### config.mk
export PLATFORM = sky130hd
export DESIGN_NAME = cont_desc
export DESIGN_NICKNAME = d
export VERILOG_FILES = /design/src/rtl/cont_pkg.sv /design/src/rtl/cont_desc_nxt.sv /design/src/rtl/cont_desc.sv
export SDC_FILE = /design/constraint.sdc
export NUM_CORES = 1
export LEC_CHECK = 0
export CELL_PAD_IN_SITES_DETAIL_PLACEMENT = 1
export CELL_PAD_IN_SITES_GLOBAL_PLACEMENT = 1
export CORE_MARGIN = 1
export CORE_UTILIZATION = 30
export DETAILED_ROUTE_END_ITERATION = 16
export GPL_TIMING_DRIVEN = 0
export PLACE_DENSITY_LB_ADDON = 0.25
export SLEW_MARGIN = 20
export SYNTH_ARGS = -nofsm -noshare
export SYNTH_HDL_FRONTEND = slang
export SYNTH_SLANG_ARGS = --single-unit
### constraint.sdc
create_clock -name CK -period 4.46 [get_ports CK]
set_clock_uncertainty 0.15 [all_clocks]
set_input_delay 0.892 -clock CK [delete_from_list [all_inputs] [get_ports CK]]
set_output_delay 0.892 -clock CK [all_outputs]
set_load 0.1 [all_outputs]
### src/rtl/cont_pkg.sv
// +-----------------------------------------------------------------------------+
// | cont_pkg : shared state encoding and default width for the cont_desc digit  |
// | Rev 1.0  : initial release                                                  |
// +-----------------------------------------------------------------------------+
`default_nettype none

package cont_pkg;

  localparam int CONT_WIDTH = 4;

  localparam logic [1:0] ST_FREE    = 2'd0;
  localparam logic [1:0] ST_ONESHOT = 2'd1;
  localparam logic [1:0] ST_DONE    = 2'd2;

  typedef enum logic [1:0] {
    S_FREE    = ST_FREE,
    S_ONESHOT = ST_ONESHOT,
    S_DONE    = ST_DONE
  } state_t;

endpackage

`default_nettype wire

### src/rtl/cont_desc_nxt.sv
// +-----------------------------------------------------------------------------+
// | cont_desc_nxt : next-count / next-state logic; honours CONT_DESC_AUTORELOAD_EN |
// | Rev 1.0       : initial release                                             |
// +-----------------------------------------------------------------------------+
`default_nettype none

module cont_desc_nxt
  import cont_pkg::*;
#(
  parameter int WIDTH = CONT_WIDTH
) (
  input  state_t           i_state,
  input  logic [WIDTH-1:0] i_cuenta,
  input  logic             i_e,
  input  logic             i_l,
  input  logic [WIDTH-1:0] i_d,
`ifdef CONT_DESC_AUTORELOAD_EN
  input  logic [WIDTH-1:0] i_reload,
`endif
  output logic [WIDTH-1:0] o_cuenta_nxt,
  output state_t           o_state_nxt
);

  localparam logic [WIDTH-1:0] C_ONE  = WIDTH'(1);
  localparam logic [WIDTH-1:0] C_ZERO = '0;

  always_comb begin
    o_cuenta_nxt = i_cuenta;
    o_state_nxt  = i_state;
    if (i_l) begin
      o_cuenta_nxt = i_d;
      o_state_nxt  = (i_d != C_ZERO) ? S_ONESHOT : S_DONE;
    end else begin
      case (i_state)
        S_FREE: begin
          if (i_e) o_cuenta_nxt = i_cuenta - C_ONE;
        end
        S_ONESHOT: begin
          // A zero count here is unreachable; treat it as terminal rather than wrapping.
          if (i_e) begin
            if (i_cuenta <= C_ONE) begin
              o_cuenta_nxt = C_ZERO;
              o_state_nxt  = S_DONE;
            end else begin
              o_cuenta_nxt = i_cuenta - C_ONE;
            end
          end
        end
        S_DONE: begin
`ifdef CONT_DESC_AUTORELOAD_EN
          if (i_reload == C_ZERO) begin
            o_cuenta_nxt = C_ZERO;
            o_state_nxt  = S_DONE;
          end else begin
            o_cuenta_nxt = i_reload;
            o_state_nxt  = S_ONESHOT;
          end
`else
          o_cuenta_nxt = C_ZERO;
          o_state_nxt  = S_FREE;
`endif
        end
        default: begin
          o_cuenta_nxt = C_ZERO;
          o_state_nxt  = S_FREE;
        end
      endcase
    end
  end

endmodule

`default_nettype wire

### src/rtl/cont_desc.sv
// +-----------------------------------------------------------------------------+
// | cont_desc : cascadable down counter with load and one-shot timer mode       |
// |             (CONT_DESC_AUTORELOAD_EN turns the one-shot into a periodic timer)|
// | Rev 1.0   : initial release                                                 |
// +-----------------------------------------------------------------------------+
`default_nettype none

module cont_desc
  import cont_pkg::*;
#(
  parameter int WIDTH = CONT_WIDTH
) (
  input  logic             CK,
  input  logic             nR,
  input  logic             E,
  input  logic             L,
  input  logic [WIDTH-1:0] D,
  output logic [WIDTH-1:0] Cuenta,
  output logic             Bnext,
  output logic             Done
);

  state_t           r_state;
  state_t           w_state_nxt;
  logic [WIDTH-1:0] r_cuenta;
  logic [WIDTH-1:0] w_cuenta_nxt;
  logic             r_done;

`ifdef CONT_DESC_AUTORELOAD_EN
  logic [WIDTH-1:0] r_reload;

  always_ff @(posedge CK or negedge nR) begin
    if (!nR)    r_reload <= '0;
    else if (L) r_reload <= D;
  end
`endif

  cont_desc_nxt #(
    .WIDTH(WIDTH)
  ) u_nxt (
    .i_state     (r_state),
    .i_cuenta    (r_cuenta),
    .i_e         (E),
    .i_l         (L),
    .i_d         (D),
`ifdef CONT_DESC_AUTORELOAD_EN
    .i_reload    (r_reload),
`endif
    .o_cuenta_nxt(w_cuenta_nxt),
    .o_state_nxt (w_state_nxt)
  );

  // Done trails the DONE state by one cycle, so it rises the cycle after Cuenta hits 0.
  always_ff @(posedge CK or negedge nR) begin
    if (!nR) begin
      r_state  <= S_FREE;
      r_cuenta <= '0;
      r_done   <= 1'b0;
    end else begin
      r_state  <= w_state_nxt;
      r_cuenta <= w_cuenta_nxt;
      r_done   <= (r_state == S_DONE);
    end
  end

  assign Cuenta = r_cuenta;
  assign Done   = r_done;
  assign Bnext  = E && (r_cuenta == '0) && (r_state == S_FREE);

endmodule

`default_nettype wire
# Word level (Yosys, flattened, before mapping)
# Index checks and enable logic that the tools add are counted.
# Widths: inputs -> output; s select.
# totals
mem_bits_ro	0
word_cells	28
output_inout_bits	6
latchBits	0
n_memories	0
ramBits	0
regBits	7
input_bits	8
# classes
mux	10
add_sub_neg	1
n_div	0
n_reduce_logical	7
n_eq_ne	6
shifts	0
magnitude_cmp	1
mul	0
bitwise_logic	0
# ops
cell	n
$mux 4	4
$mux 2	4
$pmux 4 s2	1
$ne 3x3->1 const B	2
$le 4x1->1 const B	1
$logic_not 4->1	1
$pmux 2 s2	1
$reduce_bool 4->1	1
$sub 4x1->4 const B	1
$ne 3x2->1 const B	1
$reduce_and 3->1	1
$eq 2x1->1 const B	1
$eq 2x2->1 const B	1
$logic_and 1x1->1	2
$logic_not 2->1	1
$ne 2x2->1 const B	1
$reduce_and 2->1	1

# Depth between registers and ports, before layout
# Gate-level depths: netlist (run 1).
# depth
ltp_word	5
ltp_mapped	5
mapped_depth_nobuf	5

# Modules after synthesis
# Synthesis (run 1) repeated with hierarchy kept, for this count alone.
# unflattened
hier_cells	46
area_unflattened_um2	440.4
# by_module_without_submodules
module	instances	area_each_um2	cells_each
cont_desc_nxt	1	242.7	35
cont_desc	1	197.7	11

# Worst setup path after synthesis (run 1)
# No wires, ideal clock.
# synth_path
path_kind	register to output
from	register r_cuenta[0] (netlist: Cuenta[0])
to	output port Bnext
t_arrival_ns	3.629
path_stages_with_launch	5
t_required_ns	3.418
slack_ns	-0.211
cell_sequence	dfrtp_1 > inv_1 > ha_1 > or4b_1 > nor3_1
# synth_via
elab_chain_len	3
# synth_rtl
item	line	text
start: declaration	cont_desc.sv:25	logic [WIDTH-1:0] r_cuenta;
start signal: assignment	cont_desc.sv:61	r_cuenta <= w_cuenta_nxt;
$logic_not 4->1	cont_desc.sv:68	assign Bnext = E && (r_cuenta == '0) && (r_state == S_FREE);
$logic_and 1x1->1 (2 in a row)	cont_desc.sv:68	
end: declaration	cont_desc.sv:19	output logic Bnext,
# Every way passes these cells.

# Worst setup path in the final report (run 1)
# layout_path
from	input port E
to	output port Bnext
# layout_via
elab_chain_len	2
# layout_rtl
item	line	text
start: declaration	cont_desc.sv:15	input logic E,
$logic_and 1x1->1 (2 in a row)	cont_desc.sv:68	
# Every way passes these cells.

==> results of run 1 <==
## worst register-to-register path: stages, from the launching register on
cell,delay (ns)
dfrtp_1,0.42
inv_1,0.08
ha_1,0.26
nor2_2,0.23
o211ai_1,0.15
a31oi_1,0.22
## through the flow
stage	setup WS (ns)	cell area [um2]	power (mW)	instances
global placement	0.5272	594.3	0.2223	76
detailed placement	0.5038	594.3	0.2247	76
finish	0.5138	620.6	0.2857	80
global route	0.4490	620.6	0.2992	80
CTS	0.5024	620.6	0.2865	80
floorplan	0.6301	445.4	0.1848	48
## final cells by class
class                      count  area (um2)
buffer                         1       5.005
fill                         169       713.2
sequential                     7       175.2
inverter                       4       15.01
clock buffer                   4       26.28
timing repair buffer          13       130.1
multi-input combinational     36       250.2
tap                           15       18.77
## registers in the layout, indices dropped and copies added (netlist names)
register  count
Done          1
r_state       2
Cuenta        4
## cells by family after synthesis
logic type / count (synthesis) / synth area share, %
AOI/OAI and AO/OA: 17 / 26.99
and+or+nand+nor: 17 / 23.01
DFF: 7 / 39.77
buffers and inverters: 5 / 4.543
adders and majority gates: 2 / 5.681
## metal layers
| layer | vias up | routed length (um) | GRT usage (%) |
|---|---|---|---|
| met2 | 18 | 555 | 30.65 |
| li1 | 216 | - | - |
| met3 | 2 | 78 | 6.667 |
| met4 | 0 | 17 | 12.50 |
| met5 | - | 0 | 0 |
| met1 | 228 | 602 | 24.32 |
## power by group
group          internal, mW  switching (mW)
Combinational        0.0423          0.0957
Sequential           0.0726          0.0130
Clock                0.0344          0.0277
Total                 0.149           0.136
## final timing paths
path / startpoint / end / slack (ns) / cells past startpoint
hold reg to reg: r_state[0]$_DFFE_PN0P_ / r_state[0]$_DFFE_PN0P_ / 0.45 / 2
min in group asynchronous: nR / r_state[0]$_DFFE_PN0P_ / 0.75 / 1
setup reg to reg: Cuenta[0]$_DFFE_PN0P_ / Cuenta[2]$_DFFE_PN0P_ / 2.88 / 5
setup / recovery: E / Bnext / 0.51 / 4
hold / removal: r_state[0]$_DFFE_PN0P_ / r_state[0]$_DFFE_PN0P_ / 0.45 / 2
max in group asynchronous: nR / Cuenta[0]$_DFFE_PN0P_ / 3.15 / 1
## layout by cell type (no fill, tap or decap), types with 2 or more instances in the layout
cell type / n
nand2_1: 4
ha_1: 2
clkdlybuf4s50_1: 13
a21oi_1: 2
a21o_1: 2
o21ai_1: 2
o22ai_1: 2
inv_1: 4
clkbuf_4: 3
nor2_1: 2
dfrtp_1: 7
a31oi_1: 2
==> impl_metrics.yaml, run 1 <==
outcome:
  status: "finished, final reports clean"
critical_path:
  cp-start-kind: "input pin"
  max_stage_delay_ns: 1.14
  cp_max_fo: 5
  cp_num_buf_inv: 3
  cp_slowest_cell: "clkdlybuf4s50_1"
  crit_top_cell: "clkdlybuf4s50_1"
  crit_arrival_ns: 2.90
  path_cells: "clkdlybuf4s50_1, inv_1, nor3_2, clkdlybuf4s50_1"
  critical-path-top-delay-family: "buffers and inverters"
  cp-end-kind: "output port"
  worst-setup-path-type: "input pin to output port"
  crit_required_ns: 3.42
global_routing:
  grt_first_pass_wirelength_mm: 2.007
  overflow: 0
  antenna_found_initial: 0
  grt_max_degree: 11
  track_usage_pct: 20.16
  first_global_vias: 447
synth:
  synth_seq_area_share_pct: 39.77
  ys.flop_type: "dfrtp_1"
  synth_edf_count: 0
  yosysTopAreaCellShare_pct: 39.77
  synth_common_cells: "dfrtp_1, inv_1, nand2_1"
  synthDistinctLibCells: 28
  async_flop_share_pct: 100.0
  syn_avg_cell_area_um2: 9.175
  synth_top_area_cell: "dfrtp_1"
  synth-seq-cells: 7
  synthTopCellsByArea: "dfrtp_1, ha_1, a21o_1"
  yosysWarnings: 0
  synth_area_um2: 440.4
  syn_inst: 48
  synth_most_common_cell: "dfrtp_1"
  synth_fp_nets: 58
clock_tree:
  tritoncts: "yes"
  cts-root-buf: "clkbuf_4"
  cts.clk_slew.worst_paths_ns: 0.06
  htree_levels: 1
  cts_sinks: 7
  numCtsBuffers: 3
  cts_hold_buf: 0
  ctsResizeCount: 0
  clockBufferDepth: 2
  clkLatencyLatePin_ns: 0.26
  cts_setup_buffers: 0
routing:
  vias: 464
  drc: 0
  drtAntennaViolNets: 0
  routedWlPerCell_um: 15.65
  vias_per_cell: 5.800
  wirelength_mm: 1.252
  dr.first_iter.drc_count: 4
  drt_first_pass_iters: 4
timing:
  fmax_mhz: 253.4
  max_slew_margin_pct: 35.60
  final-max-slew-violation-count: 0
  period_needed_ns: 3.946
  grt_setup_unrepaired: "no"
  setup_tns_ns: 0
  finalCritPeriodShare_pct: 88.48
  setup_violations: 0
  worst_slew_pin_slew_ns: 0.9629
  final_hold_viol_count: 0
  hold_slack_ns: 0.4512
place:
  dp_hpwl_um: 924.3
  port_buffers: 13
  gp_congestion: 0.7567
finish:
  diodes: 0
  area_growth_pct: 40.91
  final_util_pct: 46.53
  drive_gt1_share_pct: 12.31
  fin_nets: 76
die:
  row_count: 13
  die_h_um: 40.32
  die_w_um: 40.32
  start_util_pct: 33.02
  dieArea_um2: 1625
  pin_count: 14
  fp.coreArea_um2: 1334
power:
  p_per_area_nw_per_um2: 460.4
  vdd_drop_max_uv: 190.0
  p_leak_nw: 0.2661
hold_path:
  min_path_type: "flop to flop"
job:
  cap_violations: 0
(Power assumes the default switching activity.)
==> run 2, diff against run 1 <==
Settings changed: REMOVE_ABC_BUFFERS from default to 1.
==> impl_metrics.yaml, run 2 (synthesized netlist as in run 1, its figures left out) <==
clock_tree:
  cts_sinks: 7
  htree_levels: 1
  cts_hold_buf: 0
  cts_setup_buffers: 0
  ctsResizeCount: 0
  numCtsBuffers: 3
  tritoncts: "yes"
  cts-root-buf: "clkbuf_4"
  clockBufferDepth: 2
  clkLatencyLatePin_ns: 0.26
  cts.clk_slew.worst_paths_ns: 0.06
die:
  dieArea_um2: 1625
  die_h_um: 40.32
  fp.coreArea_um2: 1334
  start_util_pct: 33.02
  pin_count: 14
  die_w_um: 40.32
  row_count: 13
routing:
  drc: 0
  routedWlPerCell_um: 15.29
  wirelength_mm: 1.208
  drtAntennaViolNets: 0
  vias_per_cell: 5.430
  vias: 429
  dr.first_iter.drc_count: 1
  drt_first_pass_iters: 2
power:
  p_per_area_nw_per_um2: 464.0
  switching_share_pct: 47.58
  intPower_uw: 148.5
  netSwitchingPower_uw: 134.8
  vdd_drop_max_uv: 158.5
  totalPowerFinal_uw: 283.3
  p_leak_nw: 0.2598
  p_seq_share_pct: 30.3
  power_frac_comb_pct: 47.8
  clkPwrFrac_pct: 22.0
job:
  cap_violations: 0
global_routing:
  overflow: 0
  track_usage_pct: 20.07
  grt_max_degree: 14
  antenna_found_initial: 0
  first_global_vias: 458
  grt_first_pass_wirelength_mm: 1.994
timing:
  worst_slew_pin_slew_ns: 0.9696
  fmax_mhz: 253.9
  setup_violations: 0
  max_slew_margin_pct: 35.16
  timing.final.ws_setup_ns: 0.5222
  final-max-slew-violation-count: 0
  final_hold_viol_count: 0
  finalCritPeriodShare_pct: 88.29
  hold_slack_ns: 0.4446
  period_needed_ns: 3.938
  grt_setup_unrepaired: "no"
critical_path:
  cp-start-kind: "input pin"
  crit_arrival_ns: 2.90
  worst-setup-path-type: "input pin to output port"
  cp-end-kind: "output port"
  crit_required_ns: 3.42
  cp_max_fo: 5
finish:
  fin_nets: 75
  final_cell_mix: "clkdlybuf4s50_1, dfrtp_1, inv_1, nand2_1, clkbuf_4"
  drive_gt1_share_pct: 9.375
  diodes: 0
  largest_reg_flops: 4
  layout_commonest_cell: "clkdlybuf4s50_1"
  area_growth_pct: 38.64
hold_path:
  min_path_type: "flop to flop"
place:
  gp_congestion: 0.7780
  dp_hpwl_um: 947.2
  post-place-ws_ns: 0.5077
  port_buffers: 13
outcome:
  status: "finished, final reports clean"
run 2: changes by cell type in the layout (fill, tap and decap cells not counted):
cell | previous run | this run
nor3_1 | 1 | 2
nor3_2 | 1 | 0
buf_2 | 1 | 0
run 2: stage by stage:
stage          TNS (ns)  util (%)  instance area (um2)  cells
4_1_cts               0     45.78                610.6     79
6_report              0     45.78                610.6     79
5_1_grt               0     45.78                610.6     79
2_1_floorplan   -0.2112         -                435.4     47
3_3_place_gp          0     43.81                584.3     75
3_5_place_dp          0     43.81                584.3     75
run 2: critical path: stages:
cell,delay (ns)
clkdlybuf4s50_1,0.55
inv_1,0.11
nor3_1,0.18
clkdlybuf4s50_1,1.16
run 2: layout make-up:
class / instances / area [um2]
Fill cell: 162 / 723.2
Multi-Input combinational cell: 36 / 245.2
Timing Repair Buffer: 13 / 130.1
Clock buffer: 4 / 26.28
Inverter: 4 / 15.01
Tap cell: 15 / 18.77
Sequential cell: 7 / 175.2
run 2: power groups by stage:
| stage | clock, mW | sequential, mW | combinational [mW] |
|---|---|---|---|
| 5_1_grt | 0.0689 | 0.0874 | 0.144 |
| 6_report | 0.0622 | 0.0858 | 0.135 |
| 3_5_place_dp | 0 | 0.0871 | 0.136 |
| 4_1_cts | 0.0654 | 0.0858 | 0.136 |
| 3_3_place_gp | 0 | 0.0864 | 0.133 |
| 2_1_floorplan | 0 | 0.139 | 0.0442 |
run 2: worst paths after layout:
kind                                        start                      to  slack [ns]  depth (start not counted)
max                                             E                   Bnext        0.52                          4
min reg2reg                r_state[0]$_DFFE_PN0P_  r_state[0]$_DFFE_PN0P_        0.44                          2
max in group asynchronous                      nR  r_state[1]$_DFFE_PN0P_        3.14                          1
min in group asynchronous                      nR          Done$_DFF_PN0_        0.76                          1
min                        r_state[0]$_DFFE_PN0P_  r_state[0]$_DFFE_PN0P_        0.44                          2
max reg2reg                 Cuenta[0]$_DFFE_PN0P_   Cuenta[3]$_DFFE_PN0P_        2.86                          5
run 2: routing by layer:
layer	GRT usage (%)	vias up	wire length, um
met2	31.85	13	593
li1	-	214	-
met5	0	-	0
met1	23.00	202	556
met4	12.50	0	0
met3	6.667	0	59
